**config.mk**
```make
export PLATFORM = sky130hd
export DESIGN_NAME = bit_shift_sequencer_flat
export DESIGN_NICKNAME = d
export VERILOG_FILES = /design/src/rtl/bit_shift_sequencer_pkg.sv /design/src/rtl/bit_shift_sequencer_if.sv /design/src/rtl/bit_shift_sequencer_shifter.sv /design/src/rtl/bit_shift_sequencer.sv /design/src/flat_wrapper.sv
export SDC_FILE = /design/constraint.sdc
export NUM_CORES = 1
export LEC_CHECK = 0
export CORE_MARGIN = 5
export CORE_UTILIZATION = 35
export DETAILED_ROUTE_END_ITERATION = 6
export PLACE_DENSITY = 0.52
export SLEW_MARGIN = 30
export SYNTH_ARGS = -nofsm -noshare
export SYNTH_HDL_FRONTEND = slang
export SYNTH_SLANG_ARGS = --single-unit
```
**constraint.sdc**
```tcl
create_clock -name clock -period 4.41 [get_ports clock]
set_input_delay 1.323 -clock clock [delete_from_list [all_inputs] [get_ports clock]]
set_output_delay 1.323 -clock clock [all_outputs]
set_load 0.01 [all_outputs]
```
**src/rtl/bit_shift_sequencer_pkg.sv**
```systemverilog
`default_nettype none
// ============================================================================
// Module : bit_shift_sequencer_pkg
// Brief  : State encodings and shift-direction constants for the sequencer.
// Rev    : 1.0
// ============================================================================
package bit_shift_sequencer_pkg;

    typedef logic [1:0] state_t;

    localparam state_t S_IDLE  = 2'd0;
    localparam state_t S_SHIFT = 2'd1;
    localparam state_t S_DONE  = 2'd2;

    localparam logic LEFT_SHIFT  = 1'b0;
    localparam logic RIGHT_SHIFT = 1'b1;

endpackage : bit_shift_sequencer_pkg
`default_nettype wire

```
**src/rtl/bit_shift_sequencer_if.sv**
```systemverilog
`default_nettype none
// ============================================================================
// Module : bit_shift_sequencer_if
// Brief  : Command / result handshake bundle; cmd_rotate exists only when
//          BIT_SHIFT_SEQUENCER_ROTATE_EN is defined.
// Rev    : 1.0
// ============================================================================
interface bit_shift_sequencer_if #(
    parameter int WORD_WIDTH = 8,
    parameter int DEPTH      = 4
);
    logic                        cmd_valid;
    logic                        cmd_ready;
    logic [WORD_WIDTH*DEPTH-1:0] cmd_data;
    logic [WORD_WIDTH-1:0]       cmd_amount;
    logic                        cmd_direction;
`ifdef BIT_SHIFT_SEQUENCER_ROTATE_EN
    logic                        cmd_rotate;
`endif
    logic                        result_valid;
    logic                        result_ready;
    logic [WORD_WIDTH*DEPTH-1:0] result_data;
    logic                        result_error;
    logic                        busy;

    modport master (
        output cmd_valid, cmd_data, cmd_amount, cmd_direction,
`ifdef BIT_SHIFT_SEQUENCER_ROTATE_EN
        output cmd_rotate,
`endif
        output result_ready,
        input  cmd_ready, result_valid, result_data, result_error, busy
    );

    modport slave (
        input  cmd_valid, cmd_data, cmd_amount, cmd_direction,
`ifdef BIT_SHIFT_SEQUENCER_ROTATE_EN
        input  cmd_rotate,
`endif
        input  result_ready,
        output cmd_ready, result_valid, result_data, result_error, busy
    );

endinterface : bit_shift_sequencer_if
`default_nettype wire

```
**src/rtl/bit_shift_sequencer_shifter.sv**
```systemverilog
`default_nettype none
// ============================================================================
// Module : Bit_Shifter
// Brief  : Combinational 3-word-window shifter; left word is most significant.
// Rev    : 1.0
// ============================================================================
module Bit_Shifter
    import bit_shift_sequencer_pkg::*;
#(
    parameter int WORD_WIDTH = 8,
    parameter int AMT_WIDTH  = $clog2(WORD_WIDTH) + 1
) (
    input  wire logic [WORD_WIDTH-1:0] left_i,
    input  wire logic [WORD_WIDTH-1:0] center_i,
    input  wire logic [WORD_WIDTH-1:0] right_i,
    input  wire logic [AMT_WIDTH-1:0]  amount_i,
    input  wire logic                  direction_i,
    output logic      [WORD_WIDTH-1:0] left_o,
    output logic      [WORD_WIDTH-1:0] center_o,
    output logic      [WORD_WIDTH-1:0] right_o
);

    logic [3*WORD_WIDTH-1:0] w_window;
    logic [3*WORD_WIDTH-1:0] w_shifted;

    always_comb begin
        w_window = {left_i, center_i, right_i};
        case (direction_i)
            LEFT_SHIFT:  w_shifted = w_window << amount_i;
            default:     w_shifted = w_window >> amount_i;
        endcase
    end

    assign left_o   = w_shifted[3*WORD_WIDTH-1:2*WORD_WIDTH];
    assign center_o = w_shifted[2*WORD_WIDTH-1:WORD_WIDTH];
    assign right_o  = w_shifted[WORD_WIDTH-1:0];

endmodule : Bit_Shifter
`default_nettype wire

```
**src/rtl/bit_shift_sequencer.sv**
```systemverilog
`default_nettype none
// ============================================================================
// Module : bit_shift_sequencer
// Brief  : Multi-word shift through one shared window shifter, one word per
//          cycle. BIT_SHIFT_SEQUENCER_ROTATE_EN adds circular rotation.
// Rev    : 1.0
// ============================================================================
module bit_shift_sequencer
    import bit_shift_sequencer_pkg::*;
#(
    parameter int WORD_WIDTH = 8,
    parameter int DEPTH      = 4
) (
    input wire logic           clock,
    input wire logic           reset_n,
    bit_shift_sequencer_if.slave bus
);

    localparam int INDEX_WIDTH  = (DEPTH > 1) ? $clog2(DEPTH) : 1;
    localparam int VEC_WIDTH    = WORD_WIDTH * DEPTH;
    localparam int SH_AMT_WIDTH = $clog2(WORD_WIDTH) + 1;

    localparam logic [INDEX_WIDTH-1:0] LAST_INDEX = INDEX_WIDTH'(DEPTH - 1);
    localparam logic [WORD_WIDTH-1:0]  MAX_AMOUNT = WORD_WIDTH'(WORD_WIDTH);

    state_t                   state_q,  state_d;
    logic [INDEX_WIDTH-1:0]   index_q,  index_d;
    logic [VEC_WIDTH-1:0]     src_q,    src_d;
    logic [VEC_WIDTH-1:0]     dst_q,    dst_d;
    logic [SH_AMT_WIDTH-1:0]  amount_q, amount_d;
    logic                     dir_q,    dir_d;
    logic                     error_q,  error_d;
    logic                     rotate_q;
`ifdef BIT_SHIFT_SEQUENCER_ROTATE_EN
    logic                     rotate_d;
`endif

    logic                     w_accept;
    logic                     w_illegal;
    logic [WORD_WIDTH-1:0]    w_left;
    logic [WORD_WIDTH-1:0]    w_center;
    logic [WORD_WIDTH-1:0]    w_right;
    logic [WORD_WIDTH-1:0]    w_sh_center;

    assign w_accept  = bus.cmd_valid && (state_q == S_IDLE);
    assign w_illegal = bus.cmd_amount > MAX_AMOUNT;

    // ---------------- state register ----------------
    always_ff @(posedge clock or negedge reset_n) begin
        if (!reset_n) state_q <= S_IDLE;
        else          state_q <= state_d;
    end

    // ---------------- next-state logic ----------------
    always_comb begin
        state_d = state_q;
        case (state_q)
            S_IDLE:  if (w_accept) state_d = w_illegal ? S_DONE : S_SHIFT;
            S_SHIFT: if (index_q == LAST_INDEX) state_d = S_DONE;
            S_DONE:  if (bus.result_ready) state_d = S_IDLE;
            default: state_d = S_IDLE;
        endcase
    end

    // ---------------- state-decoded outputs ----------------
    always_comb begin
        bus.cmd_ready    = (state_q == S_IDLE);
        bus.result_valid = (state_q == S_DONE);
        bus.busy         = (state_q != S_IDLE);
    end

    assign bus.result_data  = dst_q;
    assign bus.result_error = error_q;

    // Edge words see zeros, or the opposite end of the vector when rotating.
    always_comb begin
        w_center = src_q[int'(index_q)*WORD_WIDTH +: WORD_WIDTH];
        if (index_q == LAST_INDEX)
            w_left = rotate_q ? src_q[WORD_WIDTH-1:0] : '0;
        else
            w_left = src_q[(int'(index_q)+1)*WORD_WIDTH +: WORD_WIDTH];
        if (index_q == '0)
            w_right = rotate_q ? src_q[VEC_WIDTH-1 -: WORD_WIDTH] : '0;
        else
            w_right = src_q[(int'(index_q)-1)*WORD_WIDTH +: WORD_WIDTH];
    end

    Bit_Shifter #(
        .WORD_WIDTH (WORD_WIDTH)
    ) u_shifter (
        .left_i      (w_left),
        .center_i    (w_center),
        .right_i     (w_right),
        .amount_i    (amount_q),
        .direction_i (dir_q),
        .left_o      (),
        .center_o    (w_sh_center),
        .right_o     ()
    );

    // Captured amount keeps only the shifter-width bits; larger values never reach SHIFT.
    always_comb begin
        index_d  = index_q;
        src_d    = src_q;
        dst_d    = dst_q;
        amount_d = amount_q;
        dir_d    = dir_q;
        error_d  = error_q;
`ifdef BIT_SHIFT_SEQUENCER_ROTATE_EN
        rotate_d = rotate_q;
`endif
        case (state_q)
            S_IDLE: begin
                if (w_accept) begin
                    src_d    = bus.cmd_data;
                    amount_d = bus.cmd_amount[SH_AMT_WIDTH-1:0];
                    dir_d    = bus.cmd_direction;
`ifdef BIT_SHIFT_SEQUENCER_ROTATE_EN
                    rotate_d = bus.cmd_rotate;
`endif
                    index_d  = '0;
                    error_d  = w_illegal;
                    if (w_illegal) dst_d = '0;
                end
            end
            S_SHIFT: begin
                dst_d[int'(index_q)*WORD_WIDTH +: WORD_WIDTH] = w_sh_center;
                if (index_q != LAST_INDEX) index_d = index_q + 1'b1;
            end
            default: ;
        endcase
    end

    always_ff @(posedge clock or negedge reset_n) begin
        if (!reset_n) begin
            index_q  <= '0;
            src_q    <= '0;
            dst_q    <= '0;
            amount_q <= '0;
            dir_q    <= LEFT_SHIFT;
            error_q  <= 1'b0;
        end else begin
            index_q  <= index_d;
            src_q    <= src_d;
            dst_q    <= dst_d;
            amount_q <= amount_d;
            dir_q    <= dir_d;
            error_q  <= error_d;
        end
    end

`ifdef BIT_SHIFT_SEQUENCER_ROTATE_EN
    always_ff @(posedge clock or negedge reset_n) begin
        if (!reset_n) rotate_q <= 1'b0;
        else          rotate_q <= rotate_d;
    end
`else
    assign rotate_q = 1'b0;
`endif

endmodule : bit_shift_sequencer
`default_nettype wire

```
**src/flat_wrapper.sv**
```systemverilog
// flat-port wrapper written by rule: the top's interface ports become plain ports
module bit_shift_sequencer_flat import bit_shift_sequencer_pkg::*;
#(
    parameter int WORD_WIDTH = 8,
    parameter int DEPTH      = 4
)
  (clock, reset_n, bus_cmd_valid, bus_cmd_data, bus_cmd_amount, bus_cmd_direction, bus_result_ready, bus_cmd_ready, bus_result_valid, bus_result_data, bus_result_error, bus_busy);
  bit_shift_sequencer_if #(.WORD_WIDTH(WORD_WIDTH), .DEPTH(DEPTH)) bus_i ();
  input wire logic clock;
  input wire logic reset_n;
  input wire logic [$bits(bus_i.cmd_valid)-1:0] bus_cmd_valid;
  input wire logic [$bits(bus_i.cmd_data)-1:0] bus_cmd_data;
  input wire logic [$bits(bus_i.cmd_amount)-1:0] bus_cmd_amount;
  input wire logic [$bits(bus_i.cmd_direction)-1:0] bus_cmd_direction;
  input wire logic [$bits(bus_i.result_ready)-1:0] bus_result_ready;
  output wire logic [$bits(bus_i.cmd_ready)-1:0] bus_cmd_ready;
  output wire logic [$bits(bus_i.result_valid)-1:0] bus_result_valid;
  output wire logic [$bits(bus_i.result_data)-1:0] bus_result_data;
  output wire logic [$bits(bus_i.result_error)-1:0] bus_result_error;
  output wire logic [$bits(bus_i.busy)-1:0] bus_busy;
  assign bus_i.cmd_valid = bus_cmd_valid;
  assign bus_i.cmd_data = bus_cmd_data;
  assign bus_i.cmd_amount = bus_cmd_amount;
  assign bus_i.cmd_direction = bus_cmd_direction;
  assign bus_i.result_ready = bus_result_ready;
  assign bus_cmd_ready = bus_i.cmd_ready;
  assign bus_result_valid = bus_i.result_valid;
  assign bus_result_data = bus_i.result_data;
  assign bus_result_error = bus_i.result_error;
  assign bus_busy = bus_i.busy;
  bit_shift_sequencer #(.WORD_WIDTH(WORD_WIDTH), .DEPTH(DEPTH)) u_core (.clock(clock), .reset_n(reset_n), .bus(bus_i));
endmodule
```
==> results.yml, run 1 <==
run_status:
  status: "finished, violations left"
  violations: "DRC"
detailed_routing:
  via_count: 5039
  ant_nets: 0
  first_pass_iters: 7
  drt_iter0_drc: 385
  routed_wl_um: 17700
  avgViaCountPerCell: 6.10
  drc: 3
  wl_per_cell_um: 21.5
setup_path:
  critPathArrivalTime_ps: 3660
  path_class: "reg2reg"
  worstSetupEndpointType: "flip-flop"
  required_ps: 4610
  startpoint: "u_core.index_q[1]$_DFFE_PN0P_"
  r2r-start: "u_core.index_q[1]$_DFFE_PN0P_"
  path_max_fanout: 18
  startpoint_type: "flip-flop"
global_routing:
  grt_max_degree: 59
  grt.busiest_layer: "met2"
  gr-total-overflow: 0
  grt_use_met2: 0.306
  grt_pass1_wl_um: 28600
  antenna_found_initial: 0
  grt_use_met3: 0.0346
  grt_use_total: 0.197
  grtUsageMet1: 0.271
  grt_pass1_vias: 4957
pwr:
  p_seq_frac: 0.274
  power_density_nw_per_um2: 633
  power_leakage_uw: 0.00260
  internal_power_uw: 2420
  p_comb_frac: 0.545
  ir_drop_mv: 0.252
  swShare: 0.445
  p_sw_uw: 1940
  p_clk_frac: 0.181
timing:
  setup_tns_ps: 0
  tightestPinTransition_ps: 808
  holdWs_ps: 486
  max_slew_margin: 0.461
  final_hold_viol_count: 0
  finalSetupViolCount: 0
  period_needed_ps: 3460
  setup_ws_ps: 950
  maxSlewViolCount: 0
  period_share: 0.784
  fin_skew_ps: 8.21
  rsz0062_at_grt: "false"
  max_freq_ghz: 0.289
clock_tree:
  clk_latency_ps: 340
  cts_buffers: 9
  cts.reportedPaths.clkPinSlew_ps: 60
  cts_resized: 0
  htreeDepth: 3
  cts_setup_buffers: 0
  clock-root-buffer: "clkbuf_16"
  cts_buffer_depth: 2
  cts_hold_buf: 0
  cts_tree: "yes"
  clock-sinks: 74
synth:
  synth_fa_ha_area_frac: 0.0111
  yosys_warnings: 0
  synth_common_cells: "74 x dfrtp_1, 59 x mux2_2, 50 x nand2_1"
  synth_top_family_by_area: "multiplexers"
  synthFlopType: "dfrtp_1"
  synth_compound_area_frac: 0.192
  syn_nets: 597
  synth_top_area_share: 0.329
  syn_area_per_cell_um2: 10.3
  syn_inst: 547
  yosys.area.top_type: "dfrtp_1"
  ys_top_cells_by_area: "dfrtp_1 33%, mux2_2 12%, mux4_2 11%"
  synthSimpleGateAreaFrac: 0.124
  synth_xor_xnor_area_share: 0
  synth_edf_count: 0
  yosysUniqueCellTypes: 67
  yosysMostFrequentCell: "dfrtp_1"
  synthArstFlopShare: 1.00
  synth_seq_area_share: 0.329
  ys_seq_elements: 74
  synth.area.mux_share: 0.293
  netlist_area_um2: 5620
flow_run:
  maxCapViolCount: 0
floorplanning:
  coreArea_um2: 15800
  die-area_um2: 18700
  rows: 46
  die_y_um: 137
  die_w_um: 137
  io-pin-count: 81
  initial_core_util: 0.355
finish:
  fin_nets: 655
  diodes: 0
  drive_gt1_frac: 0.203
  layout.cells.non_filler: 826
  area_growth_pct: 22.5
  n_fill_cell: 1522
placed_design:
  gp_congestion: 0.937
  dp_hpwl_um: 13300
  dp_slack_ps: 940
  port_buffers: 80
  dp_cells: 810
min_path:
  hold_path.class: "reg2reg"
  min_from: "u_core.bus.result_data[0]$_DFFE_PN0P_"
[power by group through the flow]
stage,registers [uW],clock network (uW),logic [uW]
2_1_floorplan,998,0,1810
3_3_place_gp,1190,0,2310
5_1_grt,1230,834,2560
4_1_cts,1190,809,2330
6_report,1190,790,2370
3_5_place_dp,1200,0,2320
[cells by family (layout without fill, tap and decap cells)]
logic type | count (synthesis) | after routing
AOI/OAI and AO/OA | 148 | 148
and+or+nand+nor | 147 | 147
muxes | 118 | 118
DFF | 74 | 74
buffers and inverters | 55 | 118
adders and majority gates | 5 | 5
[cells in the final DEF, fill, tap and decap left out, types with 4 or more instances in the layout]
cell and instances:
a211oi_1 5, a21oi_1 12, a222oi_1 4, a22o_1 20, a22oi_1 6, a31oi_1 7, a32o_1 5, and2_1 4
and3_1 5, buf_4 12, clkbuf_16 9, clkdlybuf4s50_1 79, dfrtp_1 72, ha_1 5, inv_1 8, mux2_1 5
mux2_2 59, mux2i_1 23, mux4_2 28, nand2_1 50, nand2b_1 4, nand3_1 6, nand4_1 4, nor2_1 41
nor2b_1 5, nor3_1 9, o2111ai_1 9, o211ai_1 5, o21ai_0 22, o21ai_1 12, o22ai_1 6, o31ai_1 7
[per-stage QoR]
stage / area [um^2] / util / total power [uW]
floorplan: 5620 / - / 2810
global placement: 6550 / 0.414 / 3490
detailed placement: 6560 / 0.414 / 3520
CTS: 6880 / 0.435 / 4330
global route: 6890 / 0.435 / 4620
finish: 6890 / 0.435 / 4360
[routing by layer]
layer  vias to the layer above  wire [um]
met1                      2535       7860
met5                         -          0
met4                         0        541
met3                        40       1190
li1                       2253          -
met2                       211       8130
[state kept, by name (all words and copies together), names as in the netlist]
register and count:
u_core.bus.result_data 32, u_core.bus.result_error 1, u_core.src_q 32, u_core.index_q 2
u_core.dir_q 1, u_core.amount_q 4, u_core.state_q 2
[final cells by class]
type                    instances  area, um^2  area share
multi-input cells             418        3500       0.508
flip-flops and latches         74        1860       0.270
repair buffers                 92         901       0.131
well taps                     216         270      0.0393
clock buffers                  11         243      0.0353
clock inverters                 5        77.6      0.0113
inverters                      10        37.5     0.00545
[path summary, 6_finish.rpt]
path                                                               end  slack (ps)  depth (start not counted)
worst max register to register   u_core.bus.result_data[6]$_DFFE_PN0P_         950                          8
worst min register to register   u_core.bus.result_data[0]$_DFFE_PN0P_         490                          2
min in group asynchronous        u_core.bus.result_data[9]$_DFFE_PN0P_         950                          1
worst min-delay path             u_core.bus.result_data[0]$_DFFE_PN0P_         490                          2
max in group asynchronous       u_core.bus.result_data[13]$_DFFE_PN0P_        2890                          2
worst max-delay path             u_core.bus.result_data[6]$_DFFE_PN0P_         950                          8
[worst max-delay path, stage by stage, from the launching register on]
cell	delay, ps
dfrtp_1	470
inv_1	230
ha_1	880
mux4_2	450
a31o_2	310
mux2i_1	140
o22ai_1	130
o21ai_0	560
o31ai_1	140
No activity file was read; power rests on OpenSTA's default activity.
==> run 2: changes to the inputs <==
- clock period: 4.41 -> 3.3 ns (I/O delays scaled with it)
==> run 2 against run 1 <==
The flow now finishes without violations. Register-to-register slack worse by 690 ps. Total power is 40% higher. Critical path depth is 1 higher. Final cell count is 2.9% higher. Non-clock buffer count is 24 higher. First-iteration DRC count is 3.1% higher. Flip-flop and latch count stayed put. Core utilization is 1.6 points higher. Maximum frequency is 14% higher. Largest cell class unchanged.
==> results.yml, run 2 (synthesized netlist as in run 1, its figures left out) <==
clock_tree:
  cts_hold_buf: 0
  cts_buffer_depth: 2
  clock-root-buffer: "clkbuf_16"
  clk_latency_ps: 350
  cts.reportedPaths.clkPinSlew_ps: 60
  cts_tree: "yes"
  htreeDepth: 3
  cts_resized: 0
  cts_buffers: 9
  cts_setup_buffers: 0
  clock-sinks: 74
setup_path:
  critPathArrivalTime_ps: 3270
  required_ps: 3540
  path_max_fanout: 18
  startpoint_type: "flip-flop"
  worstSetupEndpointType: "flip-flop"
  path_class: "reg2reg"
finish:
  diodes: 0
  final_util: 0.451
  n_fill_cell: 1494
  drive_gt1_frac: 0.233
  mostFrequentLayoutCell: "clkdlybuf4s50_1"
  mostFrequentLayoutCells: "79 x clkdlybuf4s50_1, 72 x dfrtp_1, 59 x mux2_2, 50 x nand2_1, 41 x nor2_1"
  area_growth_pct: 26.9
  fin_nets: 679
placed_design:
  dp_slack_ps: 360
  port_buffers: 80
  gp_congestion: 0.958
  dp_hpwl_um: 14100
floorplanning:
  coreArea_um2: 15800
  rows: 46
  initial_core_util: 0.355
  die_y_um: 137
  die_w_um: 137
  io-pin-count: 81
  die-area_um2: 18700
pwr:
  internal_power_uw: 3460
  p_comb_frac: 0.567
  power_leakage_uw: 0.00273
  p_clk_frac: 0.190
  ir_drop_mv: 0.333
  power_density_nw_per_um2: 856
  p_sw_uw: 2660
  p_seq_frac: 0.243
  swShare: 0.435
detailed_routing:
  first_pass_iters: 5
  drt_iter0_drc: 397
  drc: 0
  ant_nets: 0
  routed_wl_um: 18400
  avgViaCountPerCell: 5.87
  via_count: 4987
  wl_per_cell_um: 21.7
timing:
  period_needed_ps: 3040
  max_freq_ghz: 0.329
  rsz0062_at_grt: "false"
  maxSlewViolCount: 0
  final_hold_viol_count: 0
  fin_skew_ps: 10.9
  max_slew_margin: 0.424
  period_share: 0.921
  setup_ws_ps: 261
  setup_tns_ps: 0
  tightestPinTransition_ps: 853
  finalSetupViolCount: 0
min_path:
  hold_path.class: "reg2reg"
global_routing:
  gr-total-overflow: 0
  grt_pass1_vias: 5092
  grt_max_degree: 43
  antenna_found_initial: 0
  grt_pass1_wl_um: 29200
  grt_use_total: 0.204
run_status:
  status: "finished clean"
flow_run:
  maxCapViolCount: 0
[run 2: changes by cell type in the layout (fill, tap and decap cells not counted), sizes merged]
| cell | change |
|---|---|
| buf | +24 |
| bufinv | +1 |
| clkbuf | -1 |
| clkinv | -1 |
| clkinvlp | +1 |
[run 2: area by class of cell]
class                   count  area (um^2)  area share
flip-flops and latches     74         1850       0.260
clock inverters             6          114      0.0160
inverters                  10         37.5     0.00526
repair buffers            116         1130       0.158
well taps                 216          270      0.0379
multi-input cells         418         3490       0.489
clock buffers              10          239      0.0335
[run 2: worst paths after layout]
check / slack, ps / endpoint / cells after the start / from
setup / recovery: 260 / u_core.bus.result_data[21]$_DFFE_PN0P_ / 9 / u_core.amount_q[0]$_DFFE_PN0P_
hold / removal: 480 / u_core.bus.result_data[16]$_DFFE_PN0P_ / 2 / u_core.bus.result_data[16]$_DFFE_PN0P_
setup reg to reg: 260 / u_core.bus.result_data[21]$_DFFE_PN0P_ / 9 / u_core.amount_q[0]$_DFFE_PN0P_
hold reg to reg: 480 / u_core.bus.result_data[16]$_DFFE_PN0P_ / 2 / u_core.bus.result_data[16]$_DFFE_PN0P_
max in group asynchronous: 2130 / u_core.bus.result_data[15]$_DFFE_PN0P_ / 2 / reset_n
min in group asynchronous: 600 / u_core.bus.result_data[14]$_DFFE_PN0P_ / 1 / reset_n
[run 2: power groups by stage]
stage          sequential (uW)  clock [uW]  combinational (uW)
2_1_floorplan             1330           0                2420
3_3_place_gp              1470           0                3410
3_5_place_dp              1500           0                3420
4_1_cts                   1480        1190                3430
5_1_grt                   1530        1230                3730
6_report                  1480        1160                3460
[run 2: through the flow]
stage / instances / instance area (um^2) / total power, uW / hold slack (ps)
after floorplan: 547 / 5620 / 3750 / 516
after global placement: 834 / 6780 / 4880 / 468
after detailed placement: 834 / 6780 / 4920 / 472
after CTS: 850 / 7140 / 6110 / 486
after global routing: 850 / 7140 / 6480 / 501
final: 850 / 7140 / 6110 / 479
[run 2: routing by layer]
metal | vias up | wire length, um | track usage
li1 | 2304 | - | -
met5 | - | 0 | 0
met1 | 2465 | 8000 | 0.273
met4 | 0 | 643 | 0.0969
met2 | 178 | 8630 | 0.320
met3 | 40 | 1160 | 0.0360
[run 2: worst max-delay path: stages (launching register included)]
cell and delay (ps):
dfrtp_2 410, buf_4 290, buf_4 290, mux2_2 360, a22oi_1 380, nand2_1 200, a21oi_1 320, o21ai_0 130
a32o_1 320, a22o_1 240
